$ cat src/rtl/port_request_queue.sv
// Three independent per-port request FIFOs in front of the banked memory cluster; heads are held while the cluster freezes.
// Enqueue-to-present latency is 1 cycle, with no bypass; a full FIFO refuses pushes even when it pops in the same cycle.

module port_request_queue_fifo #(
    parameter int DEPTH = 4,
    parameter int AW    = $clog2(DEPTH)
) (
    input  logic          clk,
    input  logic          reset,
    input  logic          in_valid,
    output logic          in_ready,
    input  logic [11:0]   in_addr,
    input  logic [15:0]   in_data,
    input  logic          in_wen,
    output logic [1:0]    in_tag,
    input  logic          freeze,
    output logic          head_valid,
    output logic [1:0]    head_tag,
    output logic [11:0]   head_addr,
    output logic [15:0]   head_data,
    output logic          head_wen,
    output logic [AW:0]   count
);
    typedef struct packed {
        logic [1:0]  tag;
        logic [11:0] addr;
        logic [15:0] data;
        logic        wen;
    } entry_t;

    localparam logic [AW:0] FULL = (AW + 1)'(DEPTH);

    entry_t        mem [DEPTH];
    entry_t        head;
    logic [AW-1:0] rd_ptr;
    logic [AW-1:0] wr_ptr;
    logic          push;
    logic          pop;

    assign in_ready   = (count != FULL);
    assign head_valid = (count != '0);
    assign push       = in_valid & in_ready;
    // A frozen cycle never pops, so the head stays bit-identical.
    assign pop        = head_valid & ~freeze;

    always_ff @(posedge clk) begin
        if (reset) begin
            rd_ptr <= '0;
            wr_ptr <= '0;
            count  <= '0;
            in_tag <= '0;
        end else begin
            if (push) begin
                wr_ptr <= wr_ptr + AW'(1);
                in_tag <= in_tag + 2'd1;
            end
            if (pop) begin
                rd_ptr <= rd_ptr + AW'(1);
            end
            case ({push, pop})
                2'b10:   count <= count + (AW + 1)'(1);
                2'b01:   count <= count - (AW + 1)'(1);
                default: count <= count;
            endcase
        end
    end

    always_ff @(posedge clk) begin
        if (push) begin
            mem[wr_ptr] <= '{tag: in_tag, addr: in_addr, data: in_data, wen: in_wen};
        end
    end

    // Empty FIFO presents zeros rather than stale storage.
    assign head      = head_valid ? mem[rd_ptr] : '0;
    assign head_tag  = head.tag;
    assign head_addr = head.addr;
    assign head_data = head.data;
    assign head_wen  = head.wen;
endmodule

module port_request_queue #(
    parameter int DEPTH = 4
) (
    input  logic                   clk,
    input  logic                   reset,
    input  logic                   client1_valid,
    output logic                   client1_ready,
    input  logic [11:0]            client1_addr,
    input  logic [15:0]            client1_data,
    input  logic                   client1_wen,
    output logic [1:0]             client1_tag,
    input  logic                   client2_valid,
    output logic                   client2_ready,
    input  logic [11:0]            client2_addr,
    input  logic [15:0]            client2_data,
    input  logic                   client2_wen,
    output logic [1:0]             client2_tag,
    input  logic                   client3_valid,
    output logic                   client3_ready,
    input  logic [11:0]            client3_addr,
    input  logic [15:0]            client3_data,
    input  logic                   client3_wen,
    output logic [1:0]             client3_tag,
    output logic [1:0]             port1_req_tag_in,
    output logic [11:0]            port1_addr,
    output logic [15:0]            port1_data_in,
    output logic                   port1_wen,
    output logic                   port1_valid,
    output logic [1:0]             port2_req_tag_in,
    output logic [11:0]            port2_addr,
    output logic [15:0]            port2_data_in,
    output logic                   port2_wen,
    output logic                   port2_valid,
    output logic [1:0]             port3_req_tag_in,
    output logic [11:0]            port3_addr,
    output logic [15:0]            port3_data_in,
    output logic                   port3_wen,
    output logic                   port3_valid,
    input  logic                   freeze_inputs,
    output logic [$clog2(DEPTH):0] port1_count,
    output logic [$clog2(DEPTH):0] port2_count,
    output logic [$clog2(DEPTH):0] port3_count,
    output logic [15:0]            stall_cycles
);
    port_request_queue_fifo #(.DEPTH(DEPTH)) u_fifo1 (
        .clk(clk), .reset(reset),
        .in_valid(client1_valid), .in_ready(client1_ready), .in_addr(client1_addr),
        .in_data(client1_data), .in_wen(client1_wen), .in_tag(client1_tag),
        .freeze(freeze_inputs), .head_valid(port1_valid), .head_tag(port1_req_tag_in),
        .head_addr(port1_addr), .head_data(port1_data_in), .head_wen(port1_wen),
        .count(port1_count)
    );

    port_request_queue_fifo #(.DEPTH(DEPTH)) u_fifo2 (
        .clk(clk), .reset(reset),
        .in_valid(client2_valid), .in_ready(client2_ready), .in_addr(client2_addr),
        .in_data(client2_data), .in_wen(client2_wen), .in_tag(client2_tag),
        .freeze(freeze_inputs), .head_valid(port2_valid), .head_tag(port2_req_tag_in),
        .head_addr(port2_addr), .head_data(port2_data_in), .head_wen(port2_wen),
        .count(port2_count)
    );

    port_request_queue_fifo #(.DEPTH(DEPTH)) u_fifo3 (
        .clk(clk), .reset(reset),
        .in_valid(client3_valid), .in_ready(client3_ready), .in_addr(client3_addr),
        .in_data(client3_data), .in_wen(client3_wen), .in_tag(client3_tag),
        .freeze(freeze_inputs), .head_valid(port3_valid), .head_tag(port3_req_tag_in),
        .head_addr(port3_addr), .head_data(port3_data_in), .head_wen(port3_wen),
        .count(port3_count)
    );

    always_ff @(posedge clk) begin
        if (reset) begin
            stall_cycles <= '0;
        end else if (freeze_inputs && (port1_valid || port2_valid || port3_valid)
                     && stall_cycles != 16'hFFFF) begin
            stall_cycles <= stall_cycles + 16'd1;
        end
    end
endmodule

$ cat config.mk
export PLATFORM = sky130hd
export DESIGN_NAME = port_request_queue
export DESIGN_NICKNAME = d
export VERILOG_FILES = /design/src/rtl/port_request_queue.sv
export SDC_FILE = /design/constraint.sdc
export NUM_CORES = 1
export LEC_CHECK = 0
export CAP_MARGIN = 30
export CORE_ASPECT_RATIO = 1.75
export CORE_MARGIN = 3
export CORE_UTILIZATION = 34
export DETAILED_ROUTE_END_ITERATION = 8
export DONT_BUFFER_PORTS = 1
export SYNTH_ARGS = -nofsm -noshare
export SYNTH_HDL_FRONTEND = slang
export SYNTH_SLANG_ARGS = --single-unit
export TNS_END_PERCENT = 1
$ cat constraint.sdc
create_clock -name clk -period 2.23 [get_ports clk]
set_clock_uncertainty 0.2 [all_clocks]
set_input_delay 0.1115 -clock clk [delete_from_list [all_inputs] [get_ports clk]]
set_output_delay 0.1115 -clock clk [all_outputs]
set_load 0.1 [all_outputs]
# ---- Word-level counts from Yosys, hierarchy flattened
# Memories as Yosys holds them, arrays and structs flattened. A register that Yosys moved wholly into a read port is not among the register bits.
# Cells that the tools add are included.
# Widths: inputs -> output; s select.
dict set report word_totals {
  wordCells 77
  inputBits 93
  register_bits 43
  mem_bits_rw 372
  mem_count 3
}
# name depth width rd rd_clocked_by_memory_dff wr line_no
set memory_table {}
lappend memory_table {u_fifo1.mem 4 31 1 1 1 33} ;# entry_t mem [DEPTH];
lappend memory_table {u_fifo2.mem 4 31 1 1 1 33}
lappend memory_table {u_fifo3.mem 4 31 1 1 1 33}
dict set report op_classes {
  bitwise 7
  eq_ne 10
  mux 18
  add_sub_neg 16
  n_reduce_logical 10
}
# cell count
set op_table {}
lappend op_table {{$mux 31} 3}
lappend op_table {{$add 2x1->2 const B} 9}
lappend op_table {{$pmux 3 s2} 3}
lappend op_table {{$add 16x1->16 const B} 1}
lappend op_table {{$ne 16x16->1 const B} 1}
lappend op_table {{$mux 2} 6}
lappend op_table {{$add 3x1->3 const B} 3}
lappend op_table {{$ne 3x3->1 const B} 3}
lappend op_table {{$reduce_bool 3->1} 3}
lappend op_table {{$sub 3x1->3 const B} 3}
lappend op_table {{$and 1x1->1} 6}
lappend op_table {{$eq 2x1->1 const B} 3}
lappend op_table {{$eq 2x2->1 const B} 3}
lappend op_table {{$mux 1} 6}
lappend op_table {{$reduce_bool 2->1} 3}
lappend op_table {{$logic_and 1x1->1} 2}
lappend op_table {{$logic_or 1x1->1} 2}
lappend op_table {{$not 1->1} 1}

# ---- Longest topological paths before layout
dict set report depth {
  word_depth 5
  depth_mapped 9
  mapped_depth_nobuf 9
}

# ---- Cells and area by module
# From an unflattened synthesis, not the netlist that was laid out.
dict set report hier_totals {
  hier_cells 870
  area_unflattened_um2 16653.5
}
# mod seq_area_each_um2 area_per_inst_um2 cells_each n_inst
set by_module_without_submodules {}
lappend by_module_without_submodules {port_request_queue_fifo 3943.8 5261.3 259 3}
lappend by_module_without_submodules {port_request_queue 320.3 869.6 93 1}

# ---- Worst setup path after synthesis
# No wires, ideal clock.
dict set report synth_timing {
  kind {register to output}
  startpoint {register u_fifo2.count[0]}
  endpoint {output port2_addr[0]}
  required_time_ns 1.919
  slack_ns -0.917
  path_stages_with_launch 4
  t_arrival_ns 2.836
  cell_sequence {dfxtp_1 > nor3_2 > clkbuf_1 > nor2b_1}
}
dict set report synth_via {
  elab_chain_cells 2
}
# item line_no
set synth_lines {}
lappend synth_lines {{from (decl)} 22} ;# output logic [AW:0] count
lappend synth_lines {{from (signal assigned)} 61} ;# 2'b10: count <= count + (AW + 1)'(1);
lappend synth_lines {{from (signal assigned)} 62} ;# 2'b01: count <= count - (AW + 1)'(1);
lappend synth_lines {{from (signal assigned)} 63} ;# default: count <= count;
lappend synth_lines {{$reduce_bool 3->1} 41} ;# assign head_valid = (count != '0);
lappend synth_lines {{$mux 31} 75} ;# assign head = head_valid ? mem[rd_ptr] : '0;
lappend synth_lines {{to (decl)} 111} ;# output logic [11:0] port2_addr,
# Every way passes these cells.

==> results.md <==
- Buffers plus inverters on the worst setup path: 2
- Mapped Nets: around 960
- Wl on met1: between 10 and 15 mm
- Simple logic cell fraction of the synthesized area: 0.0653
- Slowest stage cell, crit path: mux4_2
- Routed len/inst: 21.1 microns
- Critical Path Sink Type: output port
- Failing checks: negative setup slack
- Seq cells post-synth: 421
- Top-Level Pins: 223
- RSZ-0062 raised after global routing: yes
- Final Routed Wirelength: about 37 mm
- Max incr delay on CP: 0.49 ns
- Drt pass-1 iters: 5
- Final Net Count: 1238
- Yosys warns: 0
- Commonest cells after routing, fill and taps aside: edfxtp_1 (372), buf_12 (113), dlygate4sd3_1 (94)
- Bufs on Longest Clock Path: 3
- Largest family of logic cells by synthesized area: multiplexers
- Leading area contributor after synthesis: edfxtp_1
- MaxCap Viol Count: 0
- TNS Setup: -7.34 ns
- Crit-path leading delay family: multiplexers
- Final worst path period share: 1.05
- Post-detail-place hpwl: about 22 mm
- Max-slew violations: 0
- Post-synth cell types: 36
- Vias in the first global route: about 9500
- Clk sinks: 421
- Post-Synth XOR/XNOR Area: 0.0171
- Via/cell ratio: 4.89
- Final min period: around 2.3 ns
- Final WS setup: -0.114 ns
- Crit Path Max Fanout: 8
- Syn avg cell area: between 15 and 20 sq um
- Clock latency on the worst-skew pair: around 0.54 ns
- GP Congestion: 0.724
- Cells after synthesis: about 850
- Seq/Total Area, Yosys: 0.743
- Die Span Y: slightly below 300 microns
- Most common cell after layout, fill and taps aside: edfxtp_1
- Num CTS Buffers: 39
- GR Util All Layers: 0.144
- Netlist Area Pre-Place: roughly 16000 sq um
- Met3 wire length: 1.94 mm
- CTS root buf: clkbuf_16
- Crit start category: register
- Initial antenna violation count: 1
- Status: finished with violations
- Starting Density: 0.347
- Compound-gate portion of the synthesized area: 0.0148
- CP Data Arrival Time: a little over 2 ns
- I/O Buffers: 0
- # rows: between 100 and 150
- Core footprint: between 40000 and 50000 sq um
- Adder-cell area share of the yosys netlist: 0.0159
- Largest net degree at the start of global routing: 47
- Area Growth Syn to Fin: 40.1%
- Die area: 50900 sq um
- Area fraction of the dominant cell type after synthesis: 0.683
- Grt total ovfl: 0
- Fin. Hold Viols: 0
- DR WL met2: ~21 mm
- Width of the die: 172 microns
- Worst Tran Pin Value: 0.420 ns
- Type of the worst min-delay path: input port to register
- Mux contribution to synthesized area: 0.129
- Max frequency: 427 MHz
- Worst EP required: approximately 1.9 ns
- Relative slew slack: 0.719
- Final Setup Violations: 93
- DRT antenna net count: 0
- DR DRC count: 0
- Drt first-iter violations: between 300 and 400
- First-pass GRT wire length: between 50 and 60 mm
- Cells along the critical path: buf_16 > mux4_2 > nor2b_2 > buf_12
- Top layer in use: met4
- Area contributors post-synth: edfxtp_1 (68%), mux4_2 (13%), dfxtp_1 (6.0%), nor2b_1 (3.5%), ha_1 (1.2%)
- Layout cell share with drive strength beyond 1: 0.410
- DR vias: ~8500
- H-tree Lvls: 2
- Setup CP Type: register to output port
- CTS tree: built
- Clock slew at reported path FFs: roughly 0.07 ns
through the flow:
| stage | utilization | std cells | setup slack, ns | hold slack, ns | area [sq um] |
|---|---|---|---|---|---|
| final | 0.486 | 1746 | -0.114 | 0.0814 | 22900 |
| after global routing | 0.486 | 1746 | -0.196 | 0.0707 | 22900 |
| after CTS | 0.477 | 1743 | -0.178 | 0.0396 | 22500 |
| after detailed placement | 0.422 | 1566 | 0.0749 | -0.0161 | 19900 |
| after global placement | 0.422 | 1566 | 0.145 | -0.0194 | 19900 |
| after floorplan | - | 852 | -0.0353 | 0.0104 | 16700 |
cells by family (layout without fill, tap and decap cells):
family | count (synthesis) | after routing
other cells | 0 | 1
simple gates | 193 | 193
fa+ha+maj | 19 | 19
mux | 94 | 94
flops | 421 | 421
compound gates | 34 | 34
buf+inv | 59 | 364
xor+xnor | 32 | 32
cell usage after synthesis, drive strengths merged:
library cell and number:
edfxtp 372, mux4 93, nor2b 92, dfxtp 49, nor2 47, inv 24, clkbuf 23, xor2 21
nand2 18, ha 16, a21oi 13, and2 13, buf 12, xnor2 11, o211ai 6, o21ai 6
and3 5, or3 5, a21boi 3, fa 3, nand4 3, nor3 3, o2111ai 3, nand3 2
o31ai 2, or4 2, a31oi 1, and2b 1, and4 1, mux2i 1, nor3b 1
worst reg2reg max path: stages, from the launching register on:
cell	delay, ns
dfxtp_4	0.37
nor2_4	0.12
a21boi_2	0.07
inv_1	0.09
ha_2	0.20
inv_1	0.06
fa_1	0.38
xor2_1	0.16
or3_1	0.31
a21oi_1	0.12
sequential cells by signal, summed over array words and instances, names as in the netlist, named ones only:
name	flops
stall_cycles	16
u_fifo3.wr_ptr	2
u_fifo2.rd_ptr	2
u_fifo3.mem	124
u_fifo3.count	3
u_fifo2.in_tag	2
u_fifo1.count	3
u_fifo1.in_tag	2
u_fifo2.wr_ptr	2
u_fifo2.count	3
u_fifo3.rd_ptr	2
u_fifo3.in_tag	2
u_fifo1.mem	124
u_fifo1.rd_ptr	2
u_fifo2.mem	124
u_fifo1.wr_ptr	2
path summary, 6_finish.rpt:
kind / slack (ns) / endpoint / startpoint / cells after the start
worst min register to register: 0.30 / u_fifo2.wr_ptr[1] / u_fifo2.wr_ptr[1] / 2
worst min-delay path: 0.08 / u_fifo1.mem[0][14] / client1_data[13] / 1
worst max register to register: 0.09 / u_fifo2.count[2] / u_fifo2.count[0] / 9
worst max-delay path: -0.11 / port1_data_in[7] / register / 4
cell type report:
class	instances	area, sq um
Clock buffer	52	1060
Timing Repair Buffer	268	3920
Multi-Input combinational cell	372	4720
Clock inverter	20	165
Antenna cell	1	2.50
Fill cell	3804	24300
Inverter	24	90.1
Sequential cell	421	12200
Tap cell	588	736
per-layer routing:
layer  vias to the layer above  track usage
met3                        53       0.0317
met2                       231        0.280
met5                         -            0
li1                       3848            -
met4                         0       0.0481
met1                      4403        0.152
repair_timing:
action | 4_1_cts | 5_1_grt
gates resized for setup | 49 | 73
pin swaps | 0 | 3
gates cloned | 7 | 2
setup endpoints to repair | 96 | 99
setup buffers | 3 | 0
hold buffers | 95 | 0
endpoints found under the hold margin | 397 | 0
Power is left out: the tool's default activity adds up to more than one toggle a clock period on the data nets, which glitch-free logic cannot reach.
